$ cat src/rtl/inv_sbox_layer_seq.sv
// Inverse ASCON substitution layer over the 320-bit state, processing
// COLS_PER_CYCLE columns per clock behind a start/done handshake.
module inv_sbox_layer_seq #(
  parameter int unsigned COLS_PER_CYCLE = 4
) (
  input  logic         clock_i,
  input  logic         reset_i,
  input  logic         start_i,
  input  logic [319:0] state_i,
  output logic         busy_o,
  output logic         done_o,
  output logic [319:0] state_o
);

  typedef enum logic [1:0] {IDLE, BUSY, DONE} fsm_t;

  localparam logic [6:0] STEP = 7'(COLS_PER_CYCLE);
  localparam logic [5:0] LAST = 6'(7'd64 - STEP);

  fsm_t         fsm_q;
  logic [5:0]   col_q;
  logic [319:0] sub_d;
  logic [63:0]  lane [5];
  logic [5:0]   j;
  logic [4:0]   colv;
  logic [4:0]   subv;

  function automatic logic [4:0] inv_sbox(input logic [4:0] v);
    case (v)
      5'h00: inv_sbox = 5'h14;  5'h01: inv_sbox = 5'h1A;
      5'h02: inv_sbox = 5'h07;  5'h03: inv_sbox = 5'h0D;
      5'h04: inv_sbox = 5'h00;  5'h05: inv_sbox = 5'h09;
      5'h06: inv_sbox = 5'h0E;  5'h07: inv_sbox = 5'h12;
      5'h08: inv_sbox = 5'h0A;  5'h09: inv_sbox = 5'h06;
      5'h0A: inv_sbox = 5'h1D;  5'h0B: inv_sbox = 5'h01;
      5'h0C: inv_sbox = 5'h19;  5'h0D: inv_sbox = 5'h15;
      5'h0E: inv_sbox = 5'h13;  5'h0F: inv_sbox = 5'h1E;
      5'h10: inv_sbox = 5'h18;  5'h11: inv_sbox = 5'h16;
      5'h12: inv_sbox = 5'h0B;  5'h13: inv_sbox = 5'h11;
      5'h14: inv_sbox = 5'h03;  5'h15: inv_sbox = 5'h05;
      5'h16: inv_sbox = 5'h1C;  5'h17: inv_sbox = 5'h1F;
      5'h18: inv_sbox = 5'h17;  5'h19: inv_sbox = 5'h1B;
      5'h1A: inv_sbox = 5'h04;  5'h1B: inv_sbox = 5'h08;
      5'h1C: inv_sbox = 5'h0F;  5'h1D: inv_sbox = 5'h0C;
      5'h1E: inv_sbox = 5'h10;
      default: inv_sbox = 5'h02;
    endcase
  endfunction

  // Split into x0..x4 lanes so each column is addressed by a 6-bit index.
  always_comb begin
    for (int unsigned k = 0; k < 5; k++) lane[k] = state_o[64*(4-k) +: 64];
    j    = '0;
    colv = '0;
    subv = '0;
    for (int unsigned i = 0; i < COLS_PER_CYCLE; i++) begin
      j    = col_q + 6'(i);
      colv = {lane[0][j], lane[1][j], lane[2][j], lane[3][j], lane[4][j]};
      subv = inv_sbox(colv);
      for (int unsigned k = 0; k < 5; k++) lane[k][j] = subv[4-k];
    end
    sub_d = {lane[0], lane[1], lane[2], lane[3], lane[4]};
  end

  always_ff @(posedge clock_i) begin
    if (reset_i) begin
      fsm_q   <= IDLE;
      col_q   <= '0;
      state_o <= '0;
      busy_o  <= 1'b0;
      done_o  <= 1'b0;
    end else begin
      case (fsm_q)
        IDLE: begin
          done_o <= 1'b0;
          if (start_i) begin
            state_o <= state_i;
            col_q   <= '0;
            busy_o  <= 1'b1;
            fsm_q   <= BUSY;
          end else begin
            busy_o <= 1'b0;
          end
        end
        BUSY: begin
          state_o <= sub_d;
          col_q   <= col_q + STEP[5:0];
          if (col_q == LAST) begin
            busy_o <= 1'b0;
            done_o <= 1'b1;
            fsm_q  <= DONE;
          end
        end
        DONE: begin
          done_o <= 1'b0;
          if (start_i) begin
            state_o <= state_i;
            col_q   <= '0;
            busy_o  <= 1'b1;
            fsm_q   <= BUSY;
          end else begin
            fsm_q <= IDLE;
          end
        end
        default: begin
          busy_o <= 1'b0;
          done_o <= 1'b0;
          fsm_q  <= IDLE;
        end
      endcase
    end
  end

endmodule

$ cat config.mk
export PLATFORM = sky130hd
export DESIGN_NAME = inv_sbox_layer_seq
export DESIGN_NICKNAME = d
export VERILOG_FILES = /design/src/rtl/inv_sbox_layer_seq.sv
export SDC_FILE = /design/constraint.sdc
export NUM_CORES = 1
export LEC_CHECK = 0
export BUFFER_PORTS_ARGS = -buffer_cell sky130_fd_sc_hd__buf_4
export CORE_ASPECT_RATIO = 1.4
export CORE_MARGIN = 1
export CORE_UTILIZATION = 25
export DETAILED_ROUTE_END_ITERATION = 8
export MAX_ROUTING_LAYER = met4
export SLEW_MARGIN = 20
export SYNTH_ARGS = -nofsm -noshare
export SYNTH_HDL_FRONTEND = slang
export SYNTH_SLANG_ARGS = --single-unit
$ cat constraint.sdc
create_clock -name clock_i -period 5.2 [get_ports clock_i]
set_input_delay 0.78 -clock clock_i [delete_from_list [all_inputs] [get_ports clock_i]]
set_output_delay 0.78 -clock clock_i [all_outputs]
set_load 0.05 [all_outputs]
# After elaboration in Yosys (flattened, before gate mapping)
# Memories as Yosys holds them, arrays and structs flattened.
# Cells that the tools add are included.
[classes]
n_addsub = 4
order_cmp = 8
eq_ne = 7
n_mux = 80
n_bitwise = 1
n_reduce_logical = 11
[ops]
columns = ["cell", "count"]
rows = [
  ["bitwise mux 64 bit", 20],
  ["one-hot mux 320 bit (2 select lines)", 1],
  ["2-to-1 mux 320 bit", 1],
  ["binary-select mux 1 bit (select 6 bit)", 20],
  ["< comparator 6 x 7 -> 1 bit, second input constant", 4],
  ["2-to-1 mux 1 bit", 28],
  ["demux 1 bit (select 6 bit)", 4],
  [">= comparator 6 x 1 -> 1 bit, second input constant", 4],
  ["adder 6 x 2 -> 6 bit, second input constant", 2],
  ["one-hot mux 6 bit (2 select lines)", 1],
  ["adder 6 x 1 -> 6 bit, second input constant", 1],
  ["adder 6 x 3 -> 6 bit, second input constant", 1],
  ["== test 6 bit, second input constant", 1],
  ["2-to-1 mux 6 bit", 1],
  ["inequality test 2 bit, second input constant", 3],
  ["one-hot mux 2 bit (3 select lines)", 1],
  ["AND reduction 2 bit", 3],
  ["logical AND 1 bit", 4],
  ["2-to-1 mux 2 bit", 2],
  ["OR reduction 2 bit", 2],
  ["one-hot mux 1 bit (3 select lines)", 1],
  ["== test 2 x 1 -> 1 bit, second input constant", 1],
  ["== test 2 bit, second input constant", 1],
  ["zero test 2 bit", 1],
  ["3 further kinds", 3],
]
[totals]
regBits = 330
rom_bits = 640
inputBits = 323
out_inout_bits = 322
word_cells = 120
n_memories = 4
[mem_list]
columns = ["name", "depth", "width", "rd", "rd_clocked_by_memory_dff", "write_ports", "line", "rtl"]
rows = [
  ["(no name shown)", 32, 5, 1, 0, 0, "29", "case (v)"],
  ["(no name shown)", 32, 5, 1, 0, 0, "29", ""],
  ["(no name shown)", 32, 5, 1, 0, 0, "29", ""],
  ["(no name shown)", 32, 5, 1, 0, 0, "29", ""],
]

# Logic depth before layout (Yosys ltp)
# An unclocked memory read counts as a cell.
[depth]
ltp_word = 18
ltp_mapped = 20
mapped_depth_nobuf = 12

# Worst setup path after synthesis
# OpenSTA, ideal clock, no wires.
[synth_path]
kind = "flip-flop to flip-flop"
from = "register col_q[4]"
to = "register state_o[220]"
setup_ns = 0.092
arrival_ns = 3.776
t_required_ns = 5.108
path_slack_ns = 1.332
stages_incl_launch_ff = 20
n_path_buf = 8
synth_period_minus_slack_ns = 3.868
path_cell_list = "dfxtp_1 buf_6 buf_8 buf_8 buf_8 buf_6 buf_4 mux2i_1 o22ai_1 a221o_1 or3_1 buf_2 inv_1 ha_1 or2_2 mux2i_1 a221oi_1 buf_2 nor3_1 nor4_1"
[synth_between]
elab_chain_cells = 18
word_cells_on_any_way = 84
cone_classes = "3 x add/sub; 8 x order compare; 65 x mux; 4 x reduce/logical; 4 x memory"
[synth_lines]
columns = ["item", "line", "rtl"]
rows = [
  ["from (decl)", "21", "logic [5:0] col_q;"],
  ["from (signal assigned)", "87", "col_q <= col_q + STEP[5:0];"],
  ["parallel branches: the longest is 16 deep, another holds memory read (32 x 5 bit)", "--", ""],
  ["bitwise mux 64 bit (*)", "60", "for (int unsigned k = 0; k < 5; k++) lane[k][j] = subv[4-k];"],
  ["one-hot mux 320 bit (2 select lines) (*)", "73", "case (fsm_q)"],
  ["to (signal assigned)", "77", "state_o <= state_i;"],
  ["to (signal assigned)", "86", "state_o <= sub_d;"],
  ["to (signal assigned)", "97", "state_o <= state_i;"],
  ["to (decl)", "12", "output logic [319:0] state_o"],
]
# Every way passes the cells marked *. The select of a mux whose other input is x is not followed.
# A chain may end at the register's enable or synchronous reset.

# Final worst setup path
[layout_path]
from = "register col_q[4]"
to = "register state_o[84]"
# The elaborated chain is that of the path after synthesis.

==> flow_summary_export.csv <==
group,metric,value,unit
finish,fin_area,29600,µm²
placement,place_hpwl,115000,µm
cts,clock_insertion_delay_worst_skew,0.60,ns
sta,period_share,0.908,
floorplanning,dieArea,89300,µm²
power,power.static_leakage,11.8,nW
sta,finalHoldViolations,0,
cts,clock_sink_count,328,
finish,syn_to_final_growth,34.6,%
synth,synth_sequential_area_ratio,0.298,
setup_path,worstSetupEndpointType,"flop",
placement,io_buffers,644,
grt,initial_antenna_violation_count,18,
grt,grt.met2_usage,0.518,
power,power-per-cell-area,359,nW/µm²
floorplanning,die_width,253,µm
power,vdd_drop_max,0.194,mV
setup_path,regToRegSetupSlack,0.48,ns
drt,drt.antenna.violating_nets,0,
grt,grt.busiest_layer,"met2",
grt,global_route.usage.met1,0.412,
floorplanning,floorplan.io_pins,645,
power,design_power_total,10.6,mW
sta,tightest_slew,1.38,ns
cts,cts_root_buf,"clkbuf_16",
synth,synth_area_leader_cell,"dfxtp_1",
cts,cts_buffer_depth,3,
status,failed_checks,"design-rule violations",
min_path,hp-start,"state_i[92]",
synth,synth_cells,2953,
synth,synth.cell_area,22000,µm²
finish,utilization,0.340,
synth,yosys_warning_count,0,
synth,synth_flop_cell,"dfxtp_1",
setup_path,critical_path.startpoint_type,"flop",
drt,wire_per_inst,33.2,µm
sta,postLayoutSetupSlackWorst,0.476,ns
drt,detail_route.iter0.violations,3726,
sta,slew-limit-headroom,0.0732,
cts,htree_levels,2,
drt,ratio_of_routed_vias_to_standard_cells,5.95,
grt,grt_pass1_vias,25900,
floorplanning,start_util,0.253,
setup_path,cp.arrival,5.11,ns
sta,finish_stage_setup_viols,0,
drt,dr_total_vias,27900,
sta,max_freq,212,MHz
synth,syn-mean-instance-area,7.46,µm²
grt,globalRoute.totalOverflow,0,
min_path,holdCritPathClass,"in -> reg",
grt,maximum_number_of_pins_on_one_net_before_global_route_repair,161,
drt,route.detailed.drc,1,
floorplanning,standard_cell_core_area,87100,µm²
grt,global_route.usage.total,0.344,
cts,numCtsBuffers,39,
setup_path,worstReg2RegStart,"col_q[4]",
cts,cts_post_setup_buffers_inserted,0,
setup_path,cp.required,5.59,ns
floorplanning,placement_rows,128,
synth,synth.ff_latch_count,328,
sta,unrepaired_setup_endpoints_after_global_routing,"no",
grt,met3_capacity_usage_during_global_routing,0.0881,
run,max_cap_viol_count,0,
placement,placed_cell_area,28300,µm²
placement,placement.setup.worst_slack,0.647,ns
sta,fin_crit,4.72,ns
finish,drive_gt1_frac,0.277,
placement,gp_congestion,0.996,
drt,detail_route.wirelength,155000,µm
finish,n_fill_cell,9372,
finish,final_nets,3823,
status,outcome,"complete, but fails checks",
setup_path,critPathLaunch,"col_q[4]",
cts,postCtsResizedCells,0,
setup_path,crit_fanout,40,
synth,post_synth_main_area_contributors,"dfxtp_1 30%, o21ai_0 8.2%, nor2_1 8.1%",
synth,number_of_nets_in_the_synthesized_netlist,3303,
cts,cts.clk_slew.worst_paths,0.07,ns
sta,final-max-slew-violation-count,0,
floorplanning,vertical_extent_of_the_die,353,µm
cts,clock_tree_from_tritoncts,"done",
setup_path,type_of_the_worst_setup_path,"reg -> reg",
synth,netlist-cell-type-count,90,
grt,wire_length_of_the_first_global_routing_pass,211000,µm
drt,drt_pass1_iterations,9,
synth,synth_enable_flop_cells,0,
cts,post_cts_hold_fix_bufs,0,
sta,fin_worst_skew,0.0264,ns
sta,setup_total_negative_slack,0,ns
synth,netlist.area_leader.share,0.298,
synth,synth_async_sr_flop_share,0,
## where the power goes
part	leakage, nW	internal, mW	switching [mW]
registers	2.71	2.78	0.490
logic	8.49	1.32	3.07
clock network	0.650	1.72	1.25
total	11.8	5.82	4.81
## cells in the final DEF, fill, tap and decap left out, drive strengths merged, types with 18 or more instances in the layout
cell type	netlist	routed
a2111oi	46	46
a211o	23	23
a211oi	113	113
a21boi	100	100
a21oi	106	106
a22oi	68	68
a311oi	32	32
a31oi	20	20
buf	76	771
clkbuf	216	60
dfxtp	328	328
ha	27	27
inv	31	31
mux2	33	33
mux2i	70	70
nand2	283	283
nand3	21	21
nand4	18	18
nor2	476	476
nor2b	18	18
nor3	51	51
nor4	58	58
o211ai	23	23
o21ai	365	365
o21bai	25	25
o221ai	22	22
o22ai	65	65
or3	22	22
or4	35	35
## logic make-up (layout without fill, tap and decap cells)
group,count (synthesis),count (layout),synth area share
flip-flops,328,328,0.298
AO/OA/AOI/OAI,1098,1098,0.338
other,0,15,0
multiplexers,115,115,0.0630
buffers and inverters,323,872,0.0653
AND/OR/NAND/NOR,1054,1054,0.216
XOR/XNOR,8,8,0.00318
adder cells (fa/ha/maj),27,27,0.0153
## per-stage QoR
stage	hold WS, ns	cells
floorplan	0.583	2953
global placement	0.477	4602
detailed placement	0.485	4602
CTS	0.469	4672
global route	0.504	4684
finish	0.490	4687
## layout make-up
cell class	count	area [µm²]	area share
Multi-Input combinational cell	2302	14200	0.480
Sequential cell	328	6580	0.222
Timing Repair Buffer	771	5880	0.198
Tap cell	1170	1460	0.0494
Clock buffer	60	1220	0.0411
Inverter	31	116	0.00392
Clock inverter	10	109	0.00367
Antenna cell	15	37.5	0.00127
## metal layers
metal,vias up,routed length (µm)
met5,-,0
met4,0,10500
met3,477,16100
met2,1936,69000
met1,13400,59800
li1,12100,-
## flip-flops by register name, indices dropped and copies added, names as in the netlist
register,count
busy_o,1
col_q,4
done_o,1
fsm_q,2
state_o,320
## critical path: stages (launching register included)
cell and delay (ns):
dfxtp_4 0.71, buf_4 0.45, nor2b_1 0.29, a22oi_1 0.13, o22ai_1 0.22, or3_1 0.32
inv_1 0.14, ha_1 0.36, o21ai_0 0.13, a21boi_0 0.20, mux2i_1 0.23, nor2_1 1.02
a2111oi_0 0.27
## synth_stat cells, types with 13 or more instances
cell type	count
a311oi_1	32
nor4_1	57
ha_1	27
a31oi_1	20
o211ai_1	22
a21oi_1	106
o211a_1	17
a211o_1	23
nor3_1	50
or3_1	22
dfxtp_1	328
o22ai_1	65
a2111oi_0	32
buf_4	13
o221ai_1	22
mux2i_1	66
o21bai_1	25
nand3_1	21
a21boi_0	100
a221oi_1	14
clkbuf_1	216
nand2b_1	14
o21ai_0	362
nand2_1	283
inv_1	29
a22oi_1	68
nor2_1	475
a222oi_1	17
or4_1	35
nand4_1	17
mux2_2	32
a211oi_1	111
nor2b_1	18
buf_2	43
## worst paths after layout
| kind | to | depth (start not counted) |
|---|---|---|
| worst min register to register | state_o[308] | 2 |
| worst max-delay path | state_o[84] | 12 |
| worst max register to register | state_o[84] | 12 |
| worst min-delay path | state_o[92] | 3 |
(Power assumes the default switching activity.)
